`src/rtl/csm_pkg.sv`:
```
// Shared types and default parameters for the CSM port sequencer.
package csm_pkg;

  typedef enum logic [1:0] {
    NO_ERROR   = 2'd0,
    IN_USE     = 2'd1,
    DUAL_WRITE = 2'd2,
    DUAL_HOLD  = 2'd3
  } csm_err_t;

  typedef enum logic [2:0] {
    S_IDLE,
    S_HOLD,
    S_ADDR,
    S_DATA,
    S_RELEASE,
    S_BACKOFF,
    S_RESP
  } port_state_t;

  localparam int unsigned CSM_DATABITS       = 8;
  localparam int unsigned CSM_MEMSIZE        = 8;
  localparam int unsigned CSM_MAX_RETRY      = 3;
  localparam int unsigned CSM_BACKOFF_CYCLES = 2;

endpackage

```
`src/rtl/csm_backoff_timer.sv`:
```
// Loadable down-counter; expire flags the last backoff cycle (count == 1).
module csm_backoff_timer #(
  parameter int unsigned LOAD_VAL = csm_pkg::CSM_BACKOFF_CYCLES
) (
  input  logic clk,
  input  logic reset_n,
  input  logic load,
  input  logic dec,
  output logic expire
);

  localparam int unsigned W = (LOAD_VAL > 0) ? $clog2(LOAD_VAL + 1) : 1;

  logic [W-1:0] cnt;

  always_ff @(posedge clk or negedge reset_n) begin
    if (!reset_n) begin
      cnt <= '0;
    end else if (load) begin
      cnt <= W'(LOAD_VAL);
    end else if (dec && (cnt != '0)) begin
      cnt <= cnt - W'(1);
    end
  end

  assign expire = (cnt == W'(1));

endmodule

```
`src/rtl/csm_port_master.sv`:
```
// Processor-side request sequencer for one CSM port: hold, enable+address, data,
// optional release, with retry/backoff on CSM errors and one response per request.
//   state   | meaning
//   IDLE    | ready for a request
//   HOLD    | requesting the hold (lock)
//   ADDR    | enable asserted, address on mem_ad
//   DATA    | write data on mem_ad / read data captured
//   RELEASE | dropping the hold
//   BACKOFF | waiting before repeating the failed step
//   RESP    | one-cycle response strobe
module csm_port_master
  import csm_pkg::*;
#(
  parameter int unsigned DATABITS       = CSM_DATABITS,
  parameter int unsigned MEMSIZE        = CSM_MEMSIZE,
  parameter int unsigned MAX_RETRY      = CSM_MAX_RETRY,
  parameter int unsigned BACKOFF_CYCLES = CSM_BACKOFF_CYCLES,
  localparam int unsigned ADDRBITS      = $clog2(MEMSIZE)
) (
  input  logic                clk,
  input  logic                reset_n,
  input  logic                req_valid,
  output logic                req_ready,
  input  logic                req_write,
  input  logic                req_lock,
  input  logic                req_unlock,
  input  logic [ADDRBITS-1:0] req_addr,
  input  logic [DATABITS-1:0] req_wdata,
  output logic                rsp_valid,
  output logic [DATABITS-1:0] rsp_rdata,
  output logic [1:0]          rsp_err,
  output logic                locked,
  output logic [DATABITS-1:0] mem_ad,
  output logic                mem_rw,
  output logic                mem_enable,
  output logic                mem_hold,
  output logic                mem_release,
  input  logic [DATABITS-1:0] mem_rdata,
  input  logic                mem_ack,
  input  logic [1:0]          mem_err
);

  localparam int unsigned RW = (MAX_RETRY > 0) ? $clog2(MAX_RETRY + 1) : 1;

  port_state_t         state;
  logic [RW-1:0]       retry_cnt;
  logic                cap_write, cap_lock, cap_unlock;
  logic [ADDRBITS-1:0] cap_addr;
  logic [DATABITS-1:0] cap_wdata;
  logic [DATABITS-1:0] rdata_q;
  csm_err_t            last_err;
  csm_err_t            err_in;
  logic                fail_now, retry_left, bo_expire;

  assign err_in     = csm_err_t'(mem_err);
  assign fail_now   = ((state == S_HOLD) && !(mem_ack && (err_in == NO_ERROR))) ||
                      ((state == S_ADDR) && (err_in != NO_ERROR));
  assign retry_left = (retry_cnt != RW'(MAX_RETRY));

  csm_backoff_timer #(.LOAD_VAL(BACKOFF_CYCLES)) u_backoff (
    .clk     (clk),
    .reset_n (reset_n),
    .load    (fail_now && retry_left),
    .dec     (state == S_BACKOFF),
    .expire  (bo_expire)
  );

  always_ff @(posedge clk or negedge reset_n) begin
    if (!reset_n) begin
      state      <= S_IDLE;
      locked     <= 1'b0;
      retry_cnt  <= '0;
      cap_write  <= 1'b0;
      cap_lock   <= 1'b0;
      cap_unlock <= 1'b0;
      cap_addr   <= '0;
      cap_wdata  <= '0;
      rdata_q    <= '0;
      last_err   <= NO_ERROR;
    end else if (fail_now) begin
      last_err <= err_in;
      if (retry_left) begin
        retry_cnt <= retry_cnt + RW'(1);
        state     <= S_BACKOFF;
      end else begin
        state <= S_RESP;
      end
    end else begin
      case (state)
        S_IDLE: begin
          if (req_valid) begin
            cap_write  <= req_write;
            cap_lock   <= req_lock;
            cap_unlock <= req_unlock;
            cap_addr   <= req_addr;
            cap_wdata  <= req_wdata;
            retry_cnt  <= '0;
            rdata_q    <= '0;
            last_err   <= NO_ERROR;
            state      <= (req_lock && !locked) ? S_HOLD : S_ADDR;
          end
        end
        S_HOLD: begin
          locked <= 1'b1;
          state  <= S_ADDR;
        end
        S_ADDR: state <= S_DATA;
        S_DATA: begin
          if (!cap_write) rdata_q <= mem_rdata;
          // a retried access that finally succeeds reports success
          last_err <= NO_ERROR;
          state    <= (cap_unlock && locked) ? S_RELEASE : S_RESP;
        end
        S_RELEASE: begin
          locked <= 1'b0;
          state  <= S_RESP;
        end
        S_BACKOFF: begin
          if (bo_expire) state <= (cap_lock && !locked) ? S_HOLD : S_ADDR;
        end
        S_RESP:  state <= S_IDLE;
        default: state <= S_IDLE;
      endcase
    end
  end

  assign req_ready   = (state == S_IDLE);
  assign rsp_valid   = (state == S_RESP);
  assign rsp_rdata   = rsp_valid ? rdata_q : '0;
  assign rsp_err     = rsp_valid ? last_err : NO_ERROR;
  assign mem_hold    = (state == S_HOLD);
  assign mem_enable  = (state == S_ADDR);
  assign mem_rw      = (state == S_ADDR) && cap_write;
  assign mem_release = (state == S_RELEASE);
  assign mem_ad      = (state == S_ADDR)              ? DATABITS'(cap_addr) :
                       ((state == S_DATA) && cap_write) ? cap_wdata : '0;

endmodule

```
`config.mk`:
```
export PLATFORM = sky130hd
export DESIGN_NAME = csm_port_master
export DESIGN_NICKNAME = d
export VERILOG_FILES = /design/src/rtl/csm_pkg.sv /design/src/rtl/csm_backoff_timer.sv /design/src/rtl/csm_port_master.sv
export SDC_FILE = /design/constraint.sdc
export NUM_CORES = 1
export LEC_CHECK = 0
export ABC_AREA = 1
export CAP_MARGIN = 20
export CORE_ASPECT_RATIO = 0.5
export CORE_MARGIN = 5
export CORE_UTILIZATION = 45
export DETAILED_ROUTE_END_ITERATION = 8
export PLACE_DENSITY_LB_ADDON = 0.2
export SLEW_MARGIN = 20
export SYNTH_ARGS = -nofsm -noshare
export SYNTH_HDL_FRONTEND = slang
export SYNTH_HIERARCHICAL = 1
export SYNTH_SLANG_ARGS = --single-unit
```
`constraint.sdc`:
```
create_clock -name clk -period 2.2 [get_ports clk]
set_input_delay 0.55 -clock clk [delete_from_list [all_inputs] [get_ports clk]]
set_output_delay 0.55 -clock clk [all_outputs]
set_load 0.05 [all_outputs]
```
==> results of run 1 <==
[tightest hold or removal path: stages (launching register included)]
cell and delay, ns:
dfrtp_1 0.34, nand2_1 0.06, nand2_1 0.05
[metrics by stage]
stage,TNS [ns],std cells,total power [uW],worst slack [ns]
finish,0,330,3100,0.107
global route,-0.0871,330,3370,-0.0277
CTS,-0.0619,330,3100,-0.0262
detailed placement,0,325,2680,0.232
global placement,0,325,2620,0.332
floorplan,-0.916,223,2070,-0.0916
[kinds of logic after synthesis]
| family | Yosys count | share of synthesized area, % |
|---|---|---|
| and+or+nand+nor | 122 | 31.4 |
| adders and majority gates | 3 | 2.26 |
| buffers and inverters | 46 | 11.3 |
| DFF | 32 | 48.2 |
| AOI/OAI and AO/OA | 20 | 6.85 |
[synth_stat cells, drive strengths merged]
library cell	count	area, um^2
ha	3	37.5
nand4	1	6.26
a21oi	3	15.0
dfrtp	32	801
nor3	1	5.00
o21ai	16	91.3
o211ai	1	7.51
buf	5	33.8
inv	41	154
nand3	26	130
nand2	61	244
nor2	33	136
[layout make-up]
class	instances	area (um^2)
inverters	41	156
multi-input cells	145	729
repair buffers	56	791
clock buffers	5	68.8
fillers	265	878
flip-flops and latches	32	803
well taps	51	63.8
[power groups by stage]
stage	logic (uW)	registers [uW]	clock network, uW
after floorplan	1080	986	0
after global placement	1610	1000	0
after detailed placement	1670	1020	0
after CTS	1680	1010	413
after global routing	1880	1050	437
final	1690	1020	397
[registers in the layout, indices dropped and copies added (netlist names)]
name	cells
cap_wdata	8
state	3
retry_cnt	2
cap_lock	1
cap_addr	3
locked	1
rdata_q	8
cap_write	1
cap_unlock	1
u_backoff/cnt	2
last_err	2
[routing by layer]
metal,vias up,routed length [um],track usage (%)
met3,13,262,4.97
li1,793,-,-
met5,-,0,0
met2,54,1950,32.7
met4,0,98,7.31
met1,710,1840,23.8
[worst min-delay path by stage]
stage	start	to	depth (start not counted)
3_3_place_gp	cap_addr[0]	cap_addr[0]	2
4_1_cts	cap_wdata[2]	cap_wdata[2]	2
3_5_place_dp	cap_wdata[2]	cap_wdata[2]	2
5_1_grt	cap_addr[2]	cap_addr[2]	2
2_1_floorplan	reset_n	cap_addr[0]	0
6_report	cap_addr[1]	cap_addr[1]	2
[repair_timing]
action | in CTS | in global routing
resized for setup | 2 | 9
setup endpoints to repair | 5 | 18
pin swaps | 0 | 0
hold buffers | 0 | 0
==> run_results.csv, run 1 <==
group,metric,value,unit
power,max-vdd-ir-drop,0.712,mV
clock_network,cts_tree,"yes",
floorplanning,row_count,15,
drt,vias_per_cell,4.76,
worst_setup_path,cp-end-kind,"output port",
power,combinationalPowerShare,54.4,%
logic_synthesis,ys_seq_elements,32,
worst_setup_path,reg2reg_from,"state[1]",
drt,drc_errors,0,
clock_network,clk_pin_slew,0.06,ns
floorplanning,fp.dieW,95.9,um
clock_network,cts-buffers-inserted,5,
logic_synthesis,synth_fp_nets,254,
worst_setup_path,crit_buf_inv,3,
floorplanning,dieArea,5080,um^2
floorplanning,ios,53,
cells_and_area,final_area,2610,um^2
worst_setup_path,crit_path_start,"state[2]",
global_route,grt.total_usage,19.3,%
logic_synthesis,synth_cells,223,
job,drv_cap,0,
sta,drv_slew,0,
floorplanning,coreArea,3490,um^2
worst_setup_path,criticalPathCategory,"flip-flop to output port",
drt,finalWirelength,4150,um
worst_setup_path,crit_slowest_cell,"dfrtp_1",
clock_network,root_buffer,"clkbuf_8",
logic_synthesis,synth_area,1660,um^2
worst_setup_path,r2r-end,"u_backoff/cnt[0]",
sta,tightest_slew,0.496,ns
cells_and_area,final_cell_mix,"56 x nand2_1, 36 x inv_1, 30 x dfrtp_1, 28 x clkdlybuf4s50_1, 26 x nand3_1",
place,io_buffers,52,
worst_setup_path,crit_path_cell_trace,"inv_2 -> nand3_1 -> inv_2 -> nand2_2 -> nor2_2 -> buf_12",
clock_network,clkLatencyLatePin,0.28,ns
place,dp_hpwl,3250,um
power,internal_power,1680,uW
power,power.switching,1420,uW
power,swShare,45.7,%
cells_and_area,final_common_cell,"nand2_1",
power,p_clk_share,12.8,%
drt,dr.pass1.iters,4,
place,place_area,2520,um^2
clock_network,h-tree-depth,2,
cells_and_area,layout-drive-gt1-share,23.3,%
sta,fin_crit_sh,95.1,%
cells_and_area,area_delta_synth_final,57.2,%
worst_setup_path,cp.required,1.65,ns
logic_synthesis,synth.avg_cell_area,7.45,um^2
sta,fmax,478,MHz
worst_setup_path,crit_top_cell,"inv_2",
logic_synthesis,yosys_warnings,6,
sta,min_period,2.09,ns
clock_network,cts_setup_buffers,0,
global_route,antenna_found_initial,0,
clock_network,clock_sinks,32,
drt,ant_nets,0,
clock_network,cts_buffer_depth,2,
sta,whs,0.480,ns
sta,slew-limit-headroom,66.8,%
power,leakagePower,0.00125,uW
sta,rsz0062_at_grt,"yes",
worst_setup_path,critPathLaunchType,"flip-flop",
min_path,hold_class,"flip-flop to flip-flop",
cells_and_area,final_core_util,74.8,%
drt,wl_per_cell,12.6,um
sta,clock_skew,0.00827,ns
power,p_seq_share,32.8,%
run_status,outcome,"completed",
global_route,grt_pass1_wl,7290,um
worst_setup_path,crit_fanout,6,
cells_and_area,antenna_cells,0,
power,power_density,1190,nW/um^2
drt,drt_iter0_drc,77,
sta,finalHoldViolations,0,
worst_setup_path,cp-endpoint,"mem_ad[3]",
worst_setup_path,r2r_cells,10,
worst_setup_path,crit_arrival,1.54,ns
worst_setup_path,worst-path-stages,6,
global_route,grt_pass1_vias,1609,
worst_setup_path,timing.critical_path.slowest_cell_delay,0.42,ns
place,gp_congestion,0.893,
floorplanning,die_h,53.0,um
logic_synthesis,synth_cell_types,21,
drt,via_count,1570,
sta,setup_viol,0,
worst_setup_path,cp_top_family,"buffers and inverters",
cells_and_area,fin_nets,312,
logic_synthesis,seq_area_frac_synth,48.2,%
floorplanning,initial_core_util,47.6,%
worst_setup_path,reg2reg_setup_slack,0.53,ns
global_route,grt_max_degree,33,
global_route,overflow,0,
(Power assumes the default switching activity.)
==> run 2, diff against run 1 <==
- CORE_UTILIZATION: 45 -> 51
- CTS_BUF_LIST: unset -> sky130_fd_sc_hd__clkbuf_8
- REMOVE_ABC_BUFFERS: unset -> 1
==> run_results.csv, run 2 (synthesized netlist as in run 1, its figures left out) <==
group,metric,value,unit
floorplanning,dieArea,4570,um^2
worst_setup_path,crit_path_start,"state[1]",
clock_network,cts-buffers-inserted,5,
global_route,grt.total_usage,20.9,%
run_status,outcome,"completed",
clock_network,cts.hold.buffers_added,0,
place,io_buffers,52,
cells_and_area,antenna_cells,0,
clock_network,cts_tree,"yes",
power,power_density,1280,nW/um^2
global_route,grt_max_degree,33,
place,gp_congestion,0.918,
power,finalPower,3420,uW
clock_network,h-tree-depth,2,
drt,drt_iter0_drc,90,
sta,slew-limit-headroom,66.7,%
cells_and_area,ff_latch_area,803,um^2
place,dp_hpwl,3410,um
cells_and_area,fillers,152,
sta,fin_crit_sh,95.8,%
power,swShare,44.4,%
worst_setup_path,cp-end-kind,"output port",
drt,dr.pass1.iters,4,
power,combinationalPowerShare,52.1,%
floorplanning,coreArea,3070,um^2
sta,fmax,475,MHz
worst_setup_path,crit_fanout,10,
clock_network,clkLatencyLatePin,0.28,ns
worst_setup_path,crit_arrival,1.56,ns
drt,ant_nets,0,
clock_network,cts_buffer_depth,2,
floorplanning,ios,53,
global_route,overflow,0,
drt,wl_per_cell,14.6,um
sta,tightest_slew,0.497,ns
global_route,grt_pass1_vias,1645,
sta,clock_skew,0.00288,ns
sta,rsz0062_at_grt,"yes",
clock_network,root_buffer,"clkbuf_8",
global_route,grt_pass1_wl,7630,um
sta,final.setup.worst_slack,0.0932,ns
cells_and_area,fin_cells,324,
job,drv_cap,0,
sta,min_period,2.11,ns
power,power.switching,1520,uW
place,placedCellCount,315,
floorplanning,die_h,50.4,um
cells_and_area,fin_nets,314,
drt,drc_errors,0,
min_path,min_from,"cap_addr[2]",
cells_and_area,final_common_cell,"nand2_1",
clock_network,clock_sinks,32,
sta,drv_slew,0,
global_route,antenna_found_initial,0,
worst_setup_path,criticalPathCategory,"flip-flop to output port",
drt,via_count,1666,
drt,vias_per_cell,5.14,
drt,finalWirelength,4740,um
power,max-vdd-ir-drop,0.696,mV
worst_setup_path,reg2reg_from,"state[1]",
cells_and_area,multi_input_area,744,um^2
min_path,hold_class,"flip-flop to flip-flop",
cells_and_area,layout-drive-gt1-share,23.2,%
power,p_clk_share,17.8,%
clock_network,clk_pin_slew,0.07,ns
cells_and_area,final_core_util,87.6,%
power,p_seq_share,30.1,%
power,internal_power,1900,uW
place,dp_slack,0.231,ns
power,leakagePower,0.00130,uW
cells_and_area,final_cell_mix,"56 x nand2_1, 36 x inv_1, 30 x dfrtp_1, 28 x clkdlybuf4s50_1, 26 x nand3_1",
worst_setup_path,critPathLaunchType,"flip-flop",
cells_and_area,area_delta_synth_final,61.5,%
cells_and_area,largest_registers,"cap_wdata x8, rdata_q x8",
sta,setup_viol,0,
sta,finalHoldViolations,0,
floorplanning,row_count,14,
floorplanning,fp.dieW,90.7,um
worst_setup_path,cp.required,1.65,ns
floorplanning,initial_core_util,54.2,%
run 2: changes by cell type in the layout (fill, tap and decap cells not counted):
| cell | change |
|---|---|
| nor2_2 | -8 |
| nor2_1 | +4 |
| nor2_4 | +4 |
| buf_4 | +2 |
| clkbuf_8 | +2 |
| bufinv_16 | +1 |
| inv_2 | +1 |
| inv_4 | -1 |
| nand2_2 | -1 |
| nand2_4 | +1 |
run 2: worst max-delay path, cell delays in order (launching register included):
cell	delay, ns
dfrtp_2	0.42
inv_1	0.13
nor3_4	0.22
inv_2	0.14
nor2_1	0.20
buf_12	0.17
run 2: metrics by stage:
step                      TNS [ns]  hold WS [ns]  cell area (um^2)
after CTS                  -0.0234         0.477              2610
final                            0         0.475              2680
after detailed placement         0         0.460              2480
after global routing       -0.0561         0.494              2680
after global placement           0         0.458              2480
after floorplan             -10.58         0.254              1630
run 2: path summary, 6_finish.rpt:
kind / endpoint / slack, ns / cells past startpoint
max in group asynchronous: state[1] / 1.21 / 2
hold reg to reg: cap_addr[2] / 0.48 / 2
setup reg to reg: u_backoff/cnt[0] / 0.40 / 10
hold / removal: cap_addr[2] / 0.48 / 2
setup / recovery: rsp_rdata[0] / 0.09 / 5
min in group asynchronous: cap_wdata[7] / 0.67 / 2
run 2: layer usage:
layer | part of all wire, % | up-vias | GRT usage [%]
met5 | 0 | - | 0
met1 | 40 | 786 | 22.9
met3 | 6.7 | 12 | 7.01
met2 | 51 | 67 | 39.5
met4 | 1.8 | 0 | 5.45
li1 | - | 801 | -
run 2: repair_timing:
action / in CTS / in global routing
buffers inserted: 0 / 1
setup endpoints to repair: 13 / 17
resized for setup: 3 / 20
run 2: power by group through the flow:
stage	clock, uW	sequential (uW)	combinational, uW
final	610	1030	1780
after global routing	659	1060	1930
after CTS	627	1020	1690
after detailed placement	0	1020	1660
after global placement	0	1000	1580
after floorplan	0	1000	981
run 2: layout make-up:
type	instances	area share (%)
timing repair buffer	58	30.0
clock inverter	1	1.12
sequential	32	29.9
inverter	41	5.73
tap	40	1.86
multi-input combinational	145	27.7
clock buffer	7	3.59
==> run 3, diff against run 2 <==
- CORE_UTILIZATION: 51 -> 55
- DONT_BUFFER_PORTS: unset -> 1
==> run_results.csv, run 3 (synthesized netlist as in run 1, its figures left out) <==
group,metric,value,unit
global_route,grt_pass1_vias,1416,
clock_network,root_buffer,"clkbuf_8",
drt,wl_per_cell,13.1,um
sta,clock_skew,0.00852,ns
cells_and_area,fin_nets,282,
cells_and_area,final_area,2020,um^2
sta,rsz0062_at_grt,"yes",
clock_network,cts_buffer_depth,2,
sta,final.setup.worst_slack,0.105,ns
min_path,hold_class,"input pin to async pin",
power,p_seq_share,37.4,%
global_route,gr-max-usage-layer,"met2",
sta,drv_slew,0,
worst_setup_path,criticalPathCategory,"flip-flop to output port",
drt,finalWirelength,3810,um
cells_and_area,final_common_cell,"nand2_1",
clock_network,clk_pin_slew,0.07,ns
job,drv_cap,0,
drt,vias_per_cell,5.03,
power,power.switching,1320,uW
place,placedCellCount,283,
worst_setup_path,crit_arrival,1.54,ns
cells_and_area,largest_registers,"cap_wdata x8, rdata_q x8",
clock_network,clkLatencyLatePin,0.28,ns
sta,finalHoldViolations,0,
global_route,grt_pass1_wl,6310,um
cells_and_area,final_cell_mix,"57 x nand2_1, 37 x inv_1, 30 x nor2_1, 30 x dfrtp_1, 26 x nand3_1",
power,leakagePower,0.00108,uW
cells_and_area,ff_latch_area,803,um^2
place,dp_hpwl,2880,um
clock_network,clock_sinks,32,
global_route,grt_max_degree,33,
worst_setup_path,cp.required,1.65,ns
drt,via_count,1464,
floorplanning,row_count,14,
cells_and_area,fillers,244,
power,p_clk_share,14.8,%
sta,fin_crit_sh,95.2,%
run_status,outcome,"completed",
cells_and_area,antenna_cells,0,
worst_setup_path,cp-end-kind,"output port",
global_route,met3_usage,6.75,%
drt,dr.pass1.iters,4,
floorplanning,fp.dieW,87.7,um
sta,setup_viol,0,
clock_network,cts_tree,"yes",
drt,drt_iter0_drc,114,
place,gp_congestion,0.881,
floorplanning,coreArea,2940,um^2
sta,slew-limit-headroom,63.9,%
global_route,grt.total_usage,19.0,%
power,finalPower,2790,uW
cells_and_area,layout-drive-gt1-share,19.1,%
clock_network,h-tree-depth,2,
global_route,antenna_found_initial,0,
place,io_buffers,0,
sta,tightest_slew,0.541,ns
sta,fmax,477,MHz
cells_and_area,fin_cells,291,
power,max-vdd-ir-drop,0.726,mV
power,power_density,1380,nW/um^2
place,place_area,1910,um^2
worst_setup_path,crit_fanout,6,
floorplanning,die_h,48.9,um
drt,ant_nets,0,
place,dp_slack,0.341,ns
drt,drc_errors,0,
cells_and_area,area_delta_synth_final,21.3,%
floorplanning,initial_core_util,56.5,%
global_route,grt_use_met1,23.6,%
cells_and_area,multi_input_area,678,um^2
power,internal_power,1460,uW
worst_setup_path,critPathLaunchType,"flip-flop",
power,combinationalPowerShare,47.8,%
sta,min_period,2.09,ns
global_route,grtUsageMet2,31.4,%
power,swShare,47.5,%
floorplanning,dieArea,4290,um^2
floorplanning,ios,53,
clock_network,cts-buffers-inserted,5,
clock_network,cts_setup_buffers,0,
global_route,overflow,0,
run 3: cell count changes in the layout (fill, tap and decap cells not counted), moves of 2 or more:
cell / change
clkdlybuf4s50_1: -28
buf_12: -20
nor2_4: -5
buf_4: +14
nor2_2: -6
buf_6: +2
nor2_1: +11
clkbuf_8: -2
run 3: path summary, 6_finish.rpt:
kind                        startpoint                to  slack, ns  depth (start not counted)
setup / recovery              state[2]         mem_ad[4]       0.11                          6
min in group clk            mem_err[0]       last_err[0]       0.38                          2
max in group asynchronous      reset_n          state[1]       1.93                          1
hold / removal                 reset_n      cap_wdata[0]       0.09                          1
setup reg to reg              state[2]  u_backoff/cnt[0]       0.45                         11
hold reg to reg            cap_addr[1]       cap_addr[1]       0.47                          2
run 3: power by group through the flow:
stage / Sequential [uW] / Combinational, uW / Clock (uW)
2_1_floorplan: 1000 / 981 / 0
3_3_place_gp: 1030 / 1270 / 0
3_5_place_dp: 1050 / 1310 / 0
4_1_cts: 1040 / 1330 / 416
5_1_grt: 1070 / 1500 / 447
6_report: 1040 / 1330 / 411
run 3: layout make-up:
class / instances / share of cell area (%)
repair buffers: 26 / 12.5
well taps: 40 / 2.48
multi-input cells: 145 / 33.6
inverters: 41 / 7.64
clock inverters: 2 / 0.435
flip-flops and latches: 32 / 39.9
clock buffers: 5 / 3.41
run 3: worst max-delay path, cell delays in order (launching register included):
cell     delay, ns
dfrtp_1       0.42
inv_2         0.14
nand3_1       0.13
inv_2         0.11
nand2_1       0.13
nor2_1        0.12
buf_4         0.21
run 3: routing by layer:
layer / part of all wire (%) / wire length, um
met5: 0 / 0
met3: 8.0 / 303
met4: 0.89 / 34
met1: 44 / 1680
met2: 47 / 1790
run 3: timing repair:
item,CTS,global route
endpoints found under the setup margin,0,15
resized for setup,0,5
hold buffers,1,0
hold endpoints to repair,32,0
run 3: stage by stage:
stage	TNS [ns]	hold WS, ns	utilization, %
2_1_floorplan	-10.58	0.254	-
3_3_place_gp	0	0.255	64.8
3_5_place_dp	0	0.255	64.8
4_1_cts	0	0.0961	68.2
5_1_grt	0	0.0940	68.5
6_report	0	0.0926	68.5
==> RTL edit 1, RTL diff (config.mk and constraints of run 3) <==
Encoding of `port_state_t`: now Gray code (3 bits for 7 states).
--- a/src/rtl/csm_pkg.sv
+++ b/src/rtl/csm_pkg.sv
@@ -9,13 +9,13 @@
   } csm_err_t;
 
   typedef enum logic [2:0] {
-    S_IDLE,
-    S_HOLD,
-    S_ADDR,
-    S_DATA,
-    S_RELEASE,
-    S_BACKOFF,
-    S_RESP
+    S_IDLE    = 3'b000,
+    S_HOLD    = 3'b001,
+    S_ADDR    = 3'b011,
+    S_DATA    = 3'b010,
+    S_RELEASE = 3'b110,
+    S_BACKOFF = 3'b111,
+    S_RESP    = 3'b101
   } port_state_t;
 
   localparam int unsigned CSM_DATABITS       = 8;
Function: no difference found for any inputs over 10 cycles, from zero or initial values and one cycle with reset_n low; not proved beyond that.
==> RTL edit 1 against run 3 <==
Clock skew shrank 0.0037 ns. Sequential cell count is the same. Routed wire length shrank 6.5%. Design area grew 1.2%. Register-to-register slack gained 0.13 ns. Area after synthesis grew 1.1%. Worst setup slack gained 0.047 ns. Die area grew 0.95%. Via count shrank 2.2%. Total power grew 14%. Critical path type unchanged.
==> RTL edit 1: results (changes against run 3) <==
| Metric | Value |
|---|---|
| Status | completed |
| WL met2 | 1.60 mm (-10%) |
| VDD IR-drop max | 0.764 mV (+5.3%) |
| Buffers, non-clock | 25 (-3.8%) |
| Fin cells | 294 (+1.0%) |
| Setup Skew | 0.00484 ns (-0.00368 ns) |
| Wirelength per Cell | 12.1 um (-7.5%) |
| Dpl cell area | 1880 um2 (-1.3%) |
| DP Worst Slack | 0.362 ns (+0.0210 ns) |
| Register area | 801 um2 (-0.31%) |
| Post-synth top cells | nand2_1 (86), dfrtp_1 (32), inv_1 (30) |
| Tmin final | 2.05 ns (-0.0470 ns) |
| M1 GR Usage | 23.7% (+0.031 points) |
| Share of cells above drive strength 1 | 22.0% (+2.9 points) |
| WHS | 0.0991 ns (+0.00652 ns) |
| DR WL met3 | 352 um (+16%) |
| Final-stage net count | 284 (+0.71%) |
| DP Wirelength | 2.69 mm (-6.6%) |
| Setup slack, reg-to-reg | 0.58 ns (+0.13 ns) |
| CORE AREA | 2960 um2 (+0.60%) |
| Seq area share | 39.3% (-0.59 points) |
| Sw Ratio | 46.0% (-1.5 points) |
| Met3 Use GR | 7.08% (+0.34 points) |
| Final clock-cell share | 6.20% (+2.3 points) |
| Global-route wire length before repair | 6.13 mm (-2.8%) |
| Multi-input gates | 152 (+4.8%) |
| Total placed cells including tap cells | 285 (+0.71%) |
| Critical path's top delay family | simple AND/OR/NAND/NOR gates |
| Routability cong. | 0.833 (-5.5%) |
| Pwr/cell area | 1560 nW/um2 (+13%) |
| Combinational Power Share | 47.6% (-0.2 points) |
| Yosys cell types | 22 (+4.8%) |
| DR iter-0 viols | 36 (-68%) |
| Worst Path Arrival | 1.50 ns (-0.04 ns) |
| CP max FO | 5 (-1) |
| Top cells by area, synth | dfrtp_1 (48%), nand2_1 (19%), inv_1 (6.7%) |
| Non-clock inverters | 37 (-9.8%) |
| Lkg Pwr | 1.12 nW (+3.5%) |
## RTL edit 1: cell count changes in the layout (fill, tap and decap cells not counted), sizes merged, moves of 2 or more
cell	change
nand2	+31
nand3	-10
o21ai	-8
nor2	-7
inv	-5
clkbuf	+2
## RTL edit 1: cells by family after synthesis
| family | count (synthesis) | share of synthesized area, % |
|---|---|---|
| compound gates | 13 | 4.84 |
| buf+inv | 42 | 10.2 |
| simple gates | 136 | 35.1 |
| flops | 32 | 47.7 |
| fa+ha+maj | 3 | 2.23 |
## RTL edit 1: path summary, 6_finish.rpt
path,start,endpoint,cells past startpoint
worst min-delay path,reset_n,state[1],1
worst max-delay path,state[0],mem_ad[7],6
max in group asynchronous,reset_n,rdata_q[5],1
worst max register to register,state[2],retry_cnt[1],6
worst min register to register,rdata_q[7],rdata_q[7],2
min in group clk,mem_rdata[7],rdata_q[7],2
## RTL edit 1: what timing repair did
action,in CTS,in global routing
hold endpoints to repair,32,0
resized for setup,0,3
setup endpoints to repair,0,15
hold buffers,1,0
==> RTL edit 2, RTL diff (config.mk and constraints of run 3) <==
Made on the original files. Set the package constant `CSM_BACKOFF_CYCLES` to 1 (it was 2).
--- a/src/rtl/csm_pkg.sv
+++ b/src/rtl/csm_pkg.sv
@@ -21,7 +21,7 @@
   localparam int unsigned CSM_DATABITS       = 8;
   localparam int unsigned CSM_MEMSIZE        = 8;
   localparam int unsigned CSM_MAX_RETRY      = 3;
-  localparam int unsigned CSM_BACKOFF_CYCLES = 2;
+  localparam int unsigned CSM_BACKOFF_CYCLES = 1;
 
 endpackage
 
Behaviour: not the same (a bounded check fails within 4 cycles, from zero or initial values and one cycle with reset_n low).
==> RTL edit 2 against run 3 <==
Register-to-register slack gained 0.07 ns. Routed wire length down 5.8%. Worst setup slack improved by 0.014 ns. Core utilization is 4.5 points higher. Design area is 3.4% lower. Area after synthesis shrank 5.3%. Sequential cell count shrank 1. Synthesized cell count fell by 5.4%. Sequential share of layout area increased by 0.12 points. Total power decreased by 0.29%. Largest power group unchanged. Highest routed layer unchanged.
==> RTL edit 2: results (changes against run 3) <==
| Metric | Value |
|---|---|
| Worst-Margin Slew | 0.591 ns (+0.0494 ns) |
| Final-stage net count | 270 (-4.3%) |
| Wirelength per Cell | 12.9 um (-1.4%) |
| Synth Area in Compound Gates | 6.92% (+0.069 points) |
| DP Worst Slack | 0.328 ns (-0.0123 ns) |
| Routability cong. | 0.869 (-1.4%) |
| Fin cells | 278 (-4.5%) |
| Dpl cell area | 1820 um2 (-4.9%) |
| Lkg Pwr | 1.03 nW (-4.5%) |
| Status | completed |
| Adder-cell share of the synthesized area | 0.796% (-1.5 points) |
| DR WL met3 | 320 um (+5.6%) |
| CP max FO | 10 (+4) |
| Sequential area share after synthesis | 49.3% (+1.1 points) |
| Wl on met1 | 1.54 mm (-8.4%) |
| Detailed-route vias per instance | 5.03 (-0.11%) |
| Initial antenna violation count | 0 (unchanged) |
| Setup Skew | 0.00592 ns (-0.00260 ns) |
| WHS | 0.0828 ns (-0.00981 ns) |
| P_int | 0.00148 W (+1.3%) |
| Critical path's top delay family | buffers and inverters |
| Final worst setup slack | 0.119 ns (+0.0137 ns) |
| Syn Area/Cell | 7.45 um2 (about the same) |
| Vias in the first global route | 1284 (-9.3%) |
| Global-route wire length before repair | 5.82 mm (-7.8%) |
| Largest net degree at the start of global routing | 32 (-3.0%) |
| Top cells by area, synth | dfrtp_1 (49%), nand2_1 (13%), inv_1 (8.4%) |
| DP Wirelength | 2.63 mm (-8.4%) |
| Post-synth top cells | nand2_1 (56), inv_1 (35), dfrtp_1 (31) |
| M2 GR Usage | 33.3% (+2.0 points) |
| WL met2 | 1.64 mm (-8.5%) |
| VDD IR-drop max | 0.719 mV (-1.0%) |
| Setup slack, reg-to-reg | 0.52 ns (+0.07 ns) |
| Share of cells above drive strength 1 | 21.2% (+2.0 points) |
| Fill cells | 214 (-12%) |
| Critical register-to-register path endpoint | rdata_q[1] |
| Worst r2r path cells | 8 (-3) |
| M1 GR Usage | 22.3% (-1.4 points) |
| Sequential share of power | 36.6% (-0.8 points) |
| Overall Power | 0.00278 W (-0.29%) |
| GRT Total Usage | 19.5% (+0.55 points) |
| Met3 Use GR | 6.36% (-0.39 points) |
| Total placed cells including tap cells | 268 (-5.3%) |
## RTL edit 2: changes by cell type after synthesis
cell and change:
inv_2 -1, dfrtp_1 -1, nand3_1 -3, a21oi_1 -1, inv_1 -2, ha_1 -2
nand2_1 -1, nor2_1 -1
## RTL edit 2: final cells by class
| class | instances | area [um2] | area share (%) |
|---|---|---|---|
| multi-input combinational | 137 | 628 | 32.3 |
| tap | 37 | 46.3 | 2.38 |
| timing repair buffer | 28 | 264 | 13.6 |
| inverter | 38 | 143 | 7.33 |
| clock buffer | 6 | 82.6 | 4.24 |
| clock inverter | 1 | 5.00 | 0.257 |
| sequential | 31 | 778 | 40.0 |
## RTL edit 2: worst max path at each step
stage                       endpoint  depth (start not counted)     start
after floorplan           rsp_err[0]                          4  state[1]
final                      mem_ad[0]                          7  state[2]
after detailed placement   mem_ad[7]                          5  state[0]
after CTS                  mem_ad[0]                          6  state[0]
after global placement     mem_ad[0]                          6  state[0]
after global routing       mem_ad[0]                          7  state[2]
